`config.mk`:
```
export PLATFORM = sky130hd
export DESIGN_NAME = regfile_write_scheduler
export DESIGN_NICKNAME = d
export VERILOG_FILES = /design/src/rtl/regfile_pkg.sv /design/src/rtl/wb_fifo.sv /design/src/rtl/regfile_write_scheduler.sv
export SDC_FILE = /design/constraint.sdc
export NUM_CORES = 2
export LEC_CHECK = 0
export CORE_MARGIN = 2
export CORE_UTILIZATION = 31
export CTS_CLUSTER_DIAMETER = 60
export DETAILED_ROUTE_END_ITERATION = 8
export GPL_ROUTABILITY_DRIVEN = 1
export HOLD_SLACK_MARGIN = 0.05
export PLACE_DENSITY = 0.56
export SYNTH_ARGS = -nofsm -noshare
export SYNTH_HDL_FRONTEND = slang
export SYNTH_SLANG_ARGS = --single-unit
export TNS_END_PERCENT = 5
```
`constraint.sdc`:
```
create_clock -name clk -period 5.91 [get_ports clk]
set_input_delay 1.773 -clock clk [delete_from_list [all_inputs] [get_ports clk]]
set_output_delay 1.773 -clock clk [all_outputs]
set_load 0.02 [all_outputs]
```
`src/rtl/regfile_pkg.sv`:
```
// Shared types and constants for the regfile writeback path.
package regfile_pkg;

   localparam int DATA_W = 64;
   localparam int ADDR_W = 5;

   // Register 31 reads as zero; writes to it are discarded.
   localparam logic [ADDR_W-1:0] XZR = 5'd31;

   typedef struct packed {
      logic [ADDR_W-1:0] rd;
      logic [DATA_W-1:0] data;
   } wb_entry_t;

endpackage

```
`src/rtl/wb_fifo.sv`:
```
// Two-write / one-read circular FIFO of writeback entries.
// Storage and occupancy mask are exported so the top level can forward from them.
module wb_fifo
   import regfile_pkg::*;
#(
   parameter int DEPTH = 4,
   localparam int PTR_W = $clog2(DEPTH),
   localparam int CNT_W = PTR_W + 1
) (
   input  logic             clk,
   input  logic             rst,
   input  logic [1:0]       push_n,
   input  wb_entry_t        push0,
   input  wb_entry_t        push1,
   output wb_entry_t        entries [DEPTH],
   output logic [DEPTH-1:0] valid,
   output logic [PTR_W-1:0] head,
   output logic [CNT_W-1:0] count
);

   logic [PTR_W-1:0] tail;
   logic             pop;

   // A write retires every cycle the queue holds anything.
   assign pop = (count != '0);

   // Pointer and occupancy update; push0 is always the older of two pushes.
   always_ff @(posedge clk or posedge rst) begin
      if (rst) begin
         head  <= '0;
         tail  <= '0;
         count <= '0;
      end else begin
         // NOTE: state registers use <= so every block samples pre-edge values.
         if (pop) head <= head + PTR_W'(1);
         tail  <= tail + PTR_W'(push_n);
         count <= count + CNT_W'(push_n) - CNT_W'(pop);
      end
   end

   // Entry storage written at tail / tail+1.
   always_ff @(posedge clk) begin
      // NOTE: storage is not reset; the valid mask and count gate every read of it.
      if (push_n != 2'd0) entries[tail] <= push0;
      if (push_n == 2'd2) entries[tail + PTR_W'(1)] <= push1;
   end

   // An entry is occupied when its age relative to head is below count.
   always_comb begin
      for (int i = 0; i < DEPTH; i++) begin
         valid[i] = CNT_W'(PTR_W'(i) - head) < count;
      end
   end

endmodule

```
`src/rtl/regfile_write_scheduler.sv`:
```
// Write scheduler between MEM/WB and the register file: filters XZR writes,
// queues up to two results per cycle, retires one per cycle and forwards
// queued data to both read ports.
module regfile_write_scheduler
   import regfile_pkg::*;
#(
   parameter int DEPTH = 4,
   localparam int PTR_W = $clog2(DEPTH),
   localparam int CNT_W = PTR_W + 1
) (
   input  logic              clk,
   input  logic              reset,
   input  logic              alu_valid,
   input  logic [ADDR_W-1:0] alu_rd,
   input  logic [DATA_W-1:0] alu_data,
   input  logic              ld_valid,
   input  logic [ADDR_W-1:0] ld_rd,
   input  logic [DATA_W-1:0] ld_data,
   output logic              stall,
   output logic              RegWrite,
   output logic [ADDR_W-1:0] WriteRegister,
   output logic [DATA_W-1:0] WriteData,
   input  logic [ADDR_W-1:0] ReadRegister1,
   input  logic [ADDR_W-1:0] ReadRegister2,
   output logic              fwd_hit1,
   output logic [DATA_W-1:0] fwd_data1,
   output logic              fwd_hit2,
   output logic [DATA_W-1:0] fwd_data2,
   output logic [CNT_W-1:0]  count
);

   wb_entry_t        entries [DEPTH];
   logic [DEPTH-1:0] valid;
   logic [PTR_W-1:0] head;
   logic             acc_alu;
   logic             acc_ld;
   logic [1:0]       push_n;
   wb_entry_t        push0;
   wb_entry_t        push1;

   // Fewer than two free slots blocks all requests; the same-cycle pop is not credited.
   assign stall = count > CNT_W'(DEPTH - 2);

   assign acc_alu = !stall && alu_valid && (alu_rd != XZR);
   assign acc_ld  = !stall && ld_valid  && (ld_rd  != XZR);
   assign push_n  = {1'b0, acc_alu} + {1'b0, acc_ld};

   // ALU result is older, so it takes the first slot whenever it is accepted.
   assign push0 = acc_alu ? wb_entry_t'{rd: alu_rd, data: alu_data}
                          : wb_entry_t'{rd: ld_rd,  data: ld_data};
   assign push1 = wb_entry_t'{rd: ld_rd, data: ld_data};

   wb_fifo #(.DEPTH(DEPTH)) u_fifo (
      .clk     (clk),
      .rst     (reset),
      .push_n  (push_n),
      .push0   (push0),
      .push1   (push1),
      .entries (entries),
      .valid   (valid),
      .head    (head),
      .count   (count)
   );

   // Write port presents the head entry, zero when empty.
   assign RegWrite      = (count != '0);
   assign WriteRegister = RegWrite ? entries[head].rd   : '0;
   assign WriteData     = RegWrite ? entries[head].data : '0;

   // Walk oldest to youngest so the youngest matching entry overrides older ones.
   function automatic logic [DATA_W:0] fwd_lookup(input logic [ADDR_W-1:0] rr);
      logic [DATA_W:0]  res;
      logic [PTR_W-1:0] idx;
      res = '0;
      for (int k = 0; k < DEPTH; k++) begin
         idx = head + PTR_W'(k);
         if (rr != XZR && valid[idx] && entries[idx].rd == rr) begin
            res = {1'b1, entries[idx].data};
         end
      end
      return res;
   endfunction

   // Forwarding comparators for both read ports.
   always_comb begin
      // NOTE: default every output first so no path leaves one unassigned (no latch).
      fwd_hit1  = 1'b0;
      fwd_data1 = '0;
      fwd_hit2  = 1'b0;
      fwd_data2 = '0;
      {fwd_hit1, fwd_data1} = fwd_lookup(ReadRegister1);
      {fwd_hit2, fwd_data2} = fwd_lookup(ReadRegister2);
   end

endmodule

```
-- Yosys cells after proc, flatten, opt, wreduce, memory -nomap -nowiden
Index checks and enable logic that the tools add are counted.
- bits in registers: 283
- input bits: 152
- output and inout port bits: 204
- word-level logic and storage cells: 123
- $add $sub $neg: 12
- order comparisons: 17
- equality and inequality tests: 13
- multiplexer cells: 39
- bitwise operators: 6
- reductions and logical operators: 25
- operator list (kind ; number):
    $mux 69 ; 11
    $bmux 69 s2 ; 4
    $bwmux 276 ; 2
    $mux 276 ; 2
    $mux 65 ; 8
    $demux 69 s2 ; 2
    $mux 64 ; 1
    $eq 5x5->1 ; 8
    $logic_and 1x1->1 ; 22
    $ne 5x5->1 const B ; 4
    $ge 3x3->1 const B ; 6
    $not 2->3 ; 6
    $lt 2x3->1 const B ; 4
    $lt 3x3->1 ; 4
    $bmux 1 s2 ; 4
    $lt 3x1->1 const B ; 2
    $sub 1x2->3 const A ; 2
    $sub 2x2->3 const A ; 2
    $mux 5 ; 1
    $add 2x1->2 const B ; 2
    $add 2x2->2 const B ; 2
    $mux 1 ; 4
    $add 3x2->3 ; 1
    $gt 3x2->1 const B ; 1
    7 further kinds ; 7

-- Depth between registers and ports, before layout
- word-level depth: 10
- depth in mapped cells: 18
- mapped depth without buffers: 11

-- Hierarchy
Synthesis repeated with hierarchy kept, for this count alone.
- cells, all modules: 3844
- area total of the unflattened synthesis: 26233.9 sq um
- by module, submodules not included (module ; instances ; cells an instance ; area each (sq um) ; sequential area each (sq um)):
    regfile_write_scheduler ; 1 ; 2310 ; 13888.3 ; 0.0
    wb_fifo ; 1 ; 1534 ; 12345.6 ; 5700.5

-- Least setup slack after synthesis
No wires, ideal clock.
- kind: register to output
- from: register u_fifo.head[0]
- to: output fwd_data2[63]
- arrival: 3901 ps
- data required time: 4137 ps
- slack: 236 ps
- stages on the path, launching flop included: 18
- path buffers: 6
- cell sequence: dfrtp_1 -> buf_6 -> buf_4 -> inv_1 -> buf_2 -> ha_1 -> buf_4 -> buf_2 -> inv_1 -> ha_1 -> a21oi_1 -> o21ai_0 -> mux4_2 -> nor4_2 -> nor2b_1 -> buf_4 -> a221oi_1 -> o31ai_1
- word-level cells in the longest chain between the ends: 10
- elaborated cells between the ends (all ways): 51
- classes of those cells: add/sub (7); order compare (4); eq/ne (4); mux (24); bitwise (4); reduce/logical (8)
- ends and longest elaborated chain (item ; RTL line ; source):
    start: declaration ; wb_fifo.sv:17 ; output logic [PTR_W-1:0] head,
    start signal: assignment ; wb_fifo.sv:35 ; if (pop) head <= head + PTR_W'(1);
    $sub 1x2->3, or another cell as far along ; wb_fifo.sv:51 ; valid[i] = CNT_W'(PTR_W'(i) - head) < count;
    $lt 3x3->1, or another cell as far along ; wb_fifo.sv:51 ;
    $bmux 1 s2, or another cell as far along ; regfile_write_scheduler.sv:77 ; if (rr != XZR && valid[idx] && entries[idx].rd == rr) begin
    $mux 1 (not written as such) / $mux 69 (equally long branches) ; regfile_write_scheduler.sv:77, regfile_write_scheduler.sv:78 ;
    $logic_and 1x1->1, or another cell as far along ; regfile_write_scheduler.sv:77 ;
    $logic_and 1x1->1 / $eq 5x5->1 (equally long branches) ; regfile_write_scheduler.sv:77 ;
    $mux 65 / $logic_and 1x1->1 (equally long branches) ; regfile_write_scheduler.sv:77 ;
    $mux 65 (2 in series) ; regfile_write_scheduler.sv:77 ;
    $mux 65 (*) ; regfile_write_scheduler.sv:77 ;
    end: declaration ; regfile_write_scheduler.sv:28 ; output logic [DATA_W-1:0] fwd_data2,
Mark *: on every way between the ends. The rest lies on a longest branch, timed or not. The select of a mux whose other input is x is not followed.

-- Worst setup path in the final report
- from: input ReadRegister1[0]
- to: output fwd_data1[45]
- word-level cells in the longest chain between the ends: 7
- elaborated cells between the ends (all ways): 17
- classes of those cells: eq/ne (5); mux (4); reduce/logical (8)
- ends and longest elaborated chain (item ; RTL line ; source):
    start: declaration ; regfile_write_scheduler.sv:23 ; input logic [ADDR_W-1:0] ReadRegister1,
    $ne 5x5->1 ; regfile_write_scheduler.sv:77 ;
    $logic_and 1x1->1 (2 in series) ; regfile_write_scheduler.sv:77 ;
    $mux 65 (3 in series) ; regfile_write_scheduler.sv:77 ;
    $mux 65 (*) ; regfile_write_scheduler.sv:77 ;
    end: declaration ; regfile_write_scheduler.sv:26 ; output logic [DATA_W-1:0] fwd_data1,
Mark *: on every way between the ends. The rest lies on a longest branch, timed or not.

==> flow_summary.ini <==
[grt]
top_usage_layer = met2
grtUsageMet3_pct = 5.96
grt_pass1_wl_um = 146000
grt.total_usage_pct = 25.4
overflow = 0
grt_pass1_vias = 22932
antenna_found_initial = 18
grt_start_max_net_pins = 133
grt_use_met2_pct = 41.4
grtUsageMet1_pct = 32.1

[routing]
drtAntennaViolNets = 0
vias_per_cell = 6.39
drc = 0
drt_pass1_iterations = 6
drt_iter0_drc = 2404
via_count = 23328
wl_per_cell_um = 27.7
drt_wl_total_um = 101000

[pwr]
vdd_drop_max_mv = 0.703
p_leak_nw = 10.8
power.total_w = 0.0234
power_density_nw_per_um2 = 787

[placement]
gp_congestion = 0.853
dp_cells = 3550
dp_hpwl_um = 63200
io_buffers = 355

[floorplanning]
die_w_um = 275
initial_core_util_pct = 31.3
rows = 99
die-area_sq_um = 75500
ios = 356
die_h_um = 275
core_area_sq_um = 72700

[logic_synthesis]
netlist_area_sq_um = 22700
syn-num-nets = 2539
syn_inst = 2370
syn-mean-instance-area_sq_um = 9.59
ys_seq_area_share_pct = 25.1
synth-seq-cells = 283
synth_cell_types = 51
ys_warn_count = 0

[finish]
nets = 2826
final_cells = 3648
final_core_util_pct = 40.9
multi_input_area_sq_um = 16400
drive_above_1_share_pct = 31.3
regArea_sq_um = 5710
syn2layout_area_growth_pct = 30.8
fillers = 6959

[clocking]
numClockSinks = 283
worstSkewPairLatency_ns = 0.56
cts_made_buffers = 38
clock_path_buffers = 3
cts_hold_buf = 0
clockRootBuffer = clkbuf_16
clkTransAtPathRegs_ns = 0.05
tritoncts = yes
ctsHtreeMaxLevel = 2

[sta]
fin_tns_setup_ns = -0.0173
fmax_mhz = 169
finalHoldViolCount = 0
rsz0062_at_grt = true
finalMaxSlewViolations = 0
worst_pin_slew_ns = 1.11
relSlewSlack_pct = 26.3
setup_violations = 3
fin_crit_ns = 5.92
whs_ns = 0.573
layout_setup_ws_ns = -0.00722
timing.final.crit_share_pct = 100
skew_ns = 0.0185

[status]
violations = negative setup slack
outcome = finished, violations left

[min_path]
min_path_type = register to register

[critical_path]
critPathBufInv = 6
cpLargestDelayFamily = buffers and inverters
worstSetupStartpointType = input port
worstPathCellList = clkdlybuf4s50_1 > buf_4 > xnor2_1 > nand4_1 > nor3_4 > buf_4 > nor2b_4 > buf_12 > buf_12 > a22oi_2 > o21ai_1 > clkdlybuf4s15_2
crit_required_ns = 4.14
worstSetupEndpointType = primary output
crit_arrival_ns = 4.14
path_class = input port to primary output
critPathSlowestCell = clkdlybuf4s50_1
crit_fanout = 17
max_stage_delay_ns = 0.50

[flow_run]
drv_cap = 0
## cells in the final DEF, fill, tap and decap left out, types with 37 or more instances in the layout
| cell | netlist | routed |
|---|---|---|
| a21oi_1 | 288 | 287 |
| a221oi_2 | 60 | 52 |
| a22oi_1 | 60 | 37 |
| buf_12 | 0 | 51 |
| buf_2 | 54 | 74 |
| buf_4 | 13 | 134 |
| clkbuf_16 | 0 | 44 |
| clkdlybuf4s50_1 | 0 | 218 |
| dfxtp_1 | 276 | 276 |
| mux2i_1 | 64 | 56 |
| mux4_2 | 275 | 275 |
| nand2_1 | 84 | 78 |
| nor2_1 | 354 | 353 |
| nor2b_1 | 68 | 66 |
| o21ai_1 | 63 | 64 |
| o22ai_1 | 270 | 270 |
| o31ai_2 | 60 | 61 |
## stage by stage
stage	instance area [sq um]	setup slack, ns
floorplan	22700	0.236
global placement	28000	-0.747
detailed placement	28000	-0.851
CTS	29400	-0.156
global route	29700	-0.0771
finish	29700	-0.00722
## worst register-to-register path: cells and delay by family (launching register included)
| family | cells | cell delay, ns |
|---|---|---|
| compound gates | 4 | 1.15 |
| fa+ha+maj | 1 | 0.37 |
| buf+inv | 2 | 0.69 |
| flops | 1 | 0.46 |
| simple gates | 3 | 1.20 |
## timing repair
action,in CTS,in global routing
pin swaps,21,16
buffers inserted,10,12
resized for setup,566,78
endpoints found under the hold margin,0,0
setup endpoints to repair,146,139
gates cloned,3,5
## report_power, final
part / leakage, nW / switching (W) / internal, W
sequential: 2.40 / 0.00123 / 0.00296
combinational: 7.79 / 0.00881 / 0.00809
clock: 0.602 / 0.000936 / 0.00135
## flip-flops by register name (all words and copies together) (netlist names)
name,flops
u_fifo.count,3
u_fifo.entries,276
u_fifo.head,2
u_fifo.tail,2
## final timing paths
kind	from	endpoint	slack, ns	depth (start not counted)
max reg2reg	u_fifo.count[0]$_DFF_PP0_	u_fifo.entries[37]$_DFF_P_	1.91	10
max in group asynchronous	reset	u_fifo.head[1]$_DFFE_PP0N_	4.17	2
max	ReadRegister1[0]	fwd_data1[45]	-0.007	12
min in group asynchronous	reset	u_fifo.count[2]$_DFF_PP0_	1.49	2
min reg2reg	u_fifo.entries[206]$_DFF_P_	u_fifo.entries[206]$_DFF_P_	0.57	2
min	u_fifo.entries[206]$_DFF_P_	u_fifo.entries[206]$_DFF_P_	0.57	2
## cell usage after synthesis (all sizes together)
| cell type | number | area [sq um] |
|---|---|---|
| or2 | 2 | 12.5 |
| and3b | 1 | 8.76 |
| fa | 1 | 20.0 |
| or4 | 1 | 7.51 |
| mux4 | 275 | 6190 |
| xnor2 | 37 | 324 |
| nand2b | 3 | 18.8 |
| a211oi | 2 | 15.0 |
| and2 | 3 | 18.8 |
| a41oi | 1 | 8.76 |
| o211ai | 2 | 15.0 |
| nor2b | 68 | 425 |
| a21oi | 288 | 1440 |
| o22ai | 270 | 1690 |
| a22oi | 60 | 450 |
| nor3b | 2 | 15.0 |
| a2111oi | 1 | 27.5 |
| a221oi | 68 | 971 |
| nand3b | 3 | 22.5 |
| buf | 111 | 631 |
| nand3 | 6 | 30.0 |
| o31a | 2 | 17.5 |
| mux2 | 7 | 78.8 |
| o211a | 4 | 40.0 |
| mux2i | 64 | 641 |
| xor2 | 2 | 17.5 |
| or3b | 3 | 26.3 |
| dfxtp | 276 | 5530 |
| or3 | 1 | 6.26 |
| and3 | 2 | 12.5 |
| nor2 | 354 | 1330 |
| o21ai | 71 | 355 |
| nand4 | 10 | 62.6 |
| clkbuf | 157 | 589 |
| dfrtp | 7 | 175 |
| ha | 16 | 200 |
| o21a | 2 | 15.0 |
| inv | 28 | 105 |
| a21boi | 5 | 37.5 |
| nand2 | 84 | 315 |
| o31ai | 64 | 781 |
| nor4 | 1 | 12.5 |
| nor3 | 5 | 35.0 |
## kinds of logic after synthesis
| family | Yosys count | synth area share (%) |
|---|---|---|
| multiplexers | 346 | 30.4 |
| XOR/XNOR | 39 | 1.50 |
| AO/OA/AOI/OAI | 840 | 25.8 |
| flip-flops | 283 | 25.1 |
| buffers and inverters | 296 | 5.83 |
| adder cells (fa/ha/maj) | 17 | 0.969 |
| AND/OR/NAND/NOR | 549 | 10.4 |
## cell type report
cell class	count	area share, %
repair buffers	515	17.0
diodes	7	0.0589
well taps	959	4.04
inverters	28	0.354
multi-input cells	1791	55.2
flip-flops and latches	283	19.2
clock inverters	14	0.505
clock buffers	51	3.57
## metal layers
metal / share of wire, % / vias up
met1: 38 / 11545
met3: 11 / 303
met4: 3.9 / 20
li1: - / 9881
met5: 0.13 / -
met2: 47 / 1579
Power figures use the tool's default switching activity.
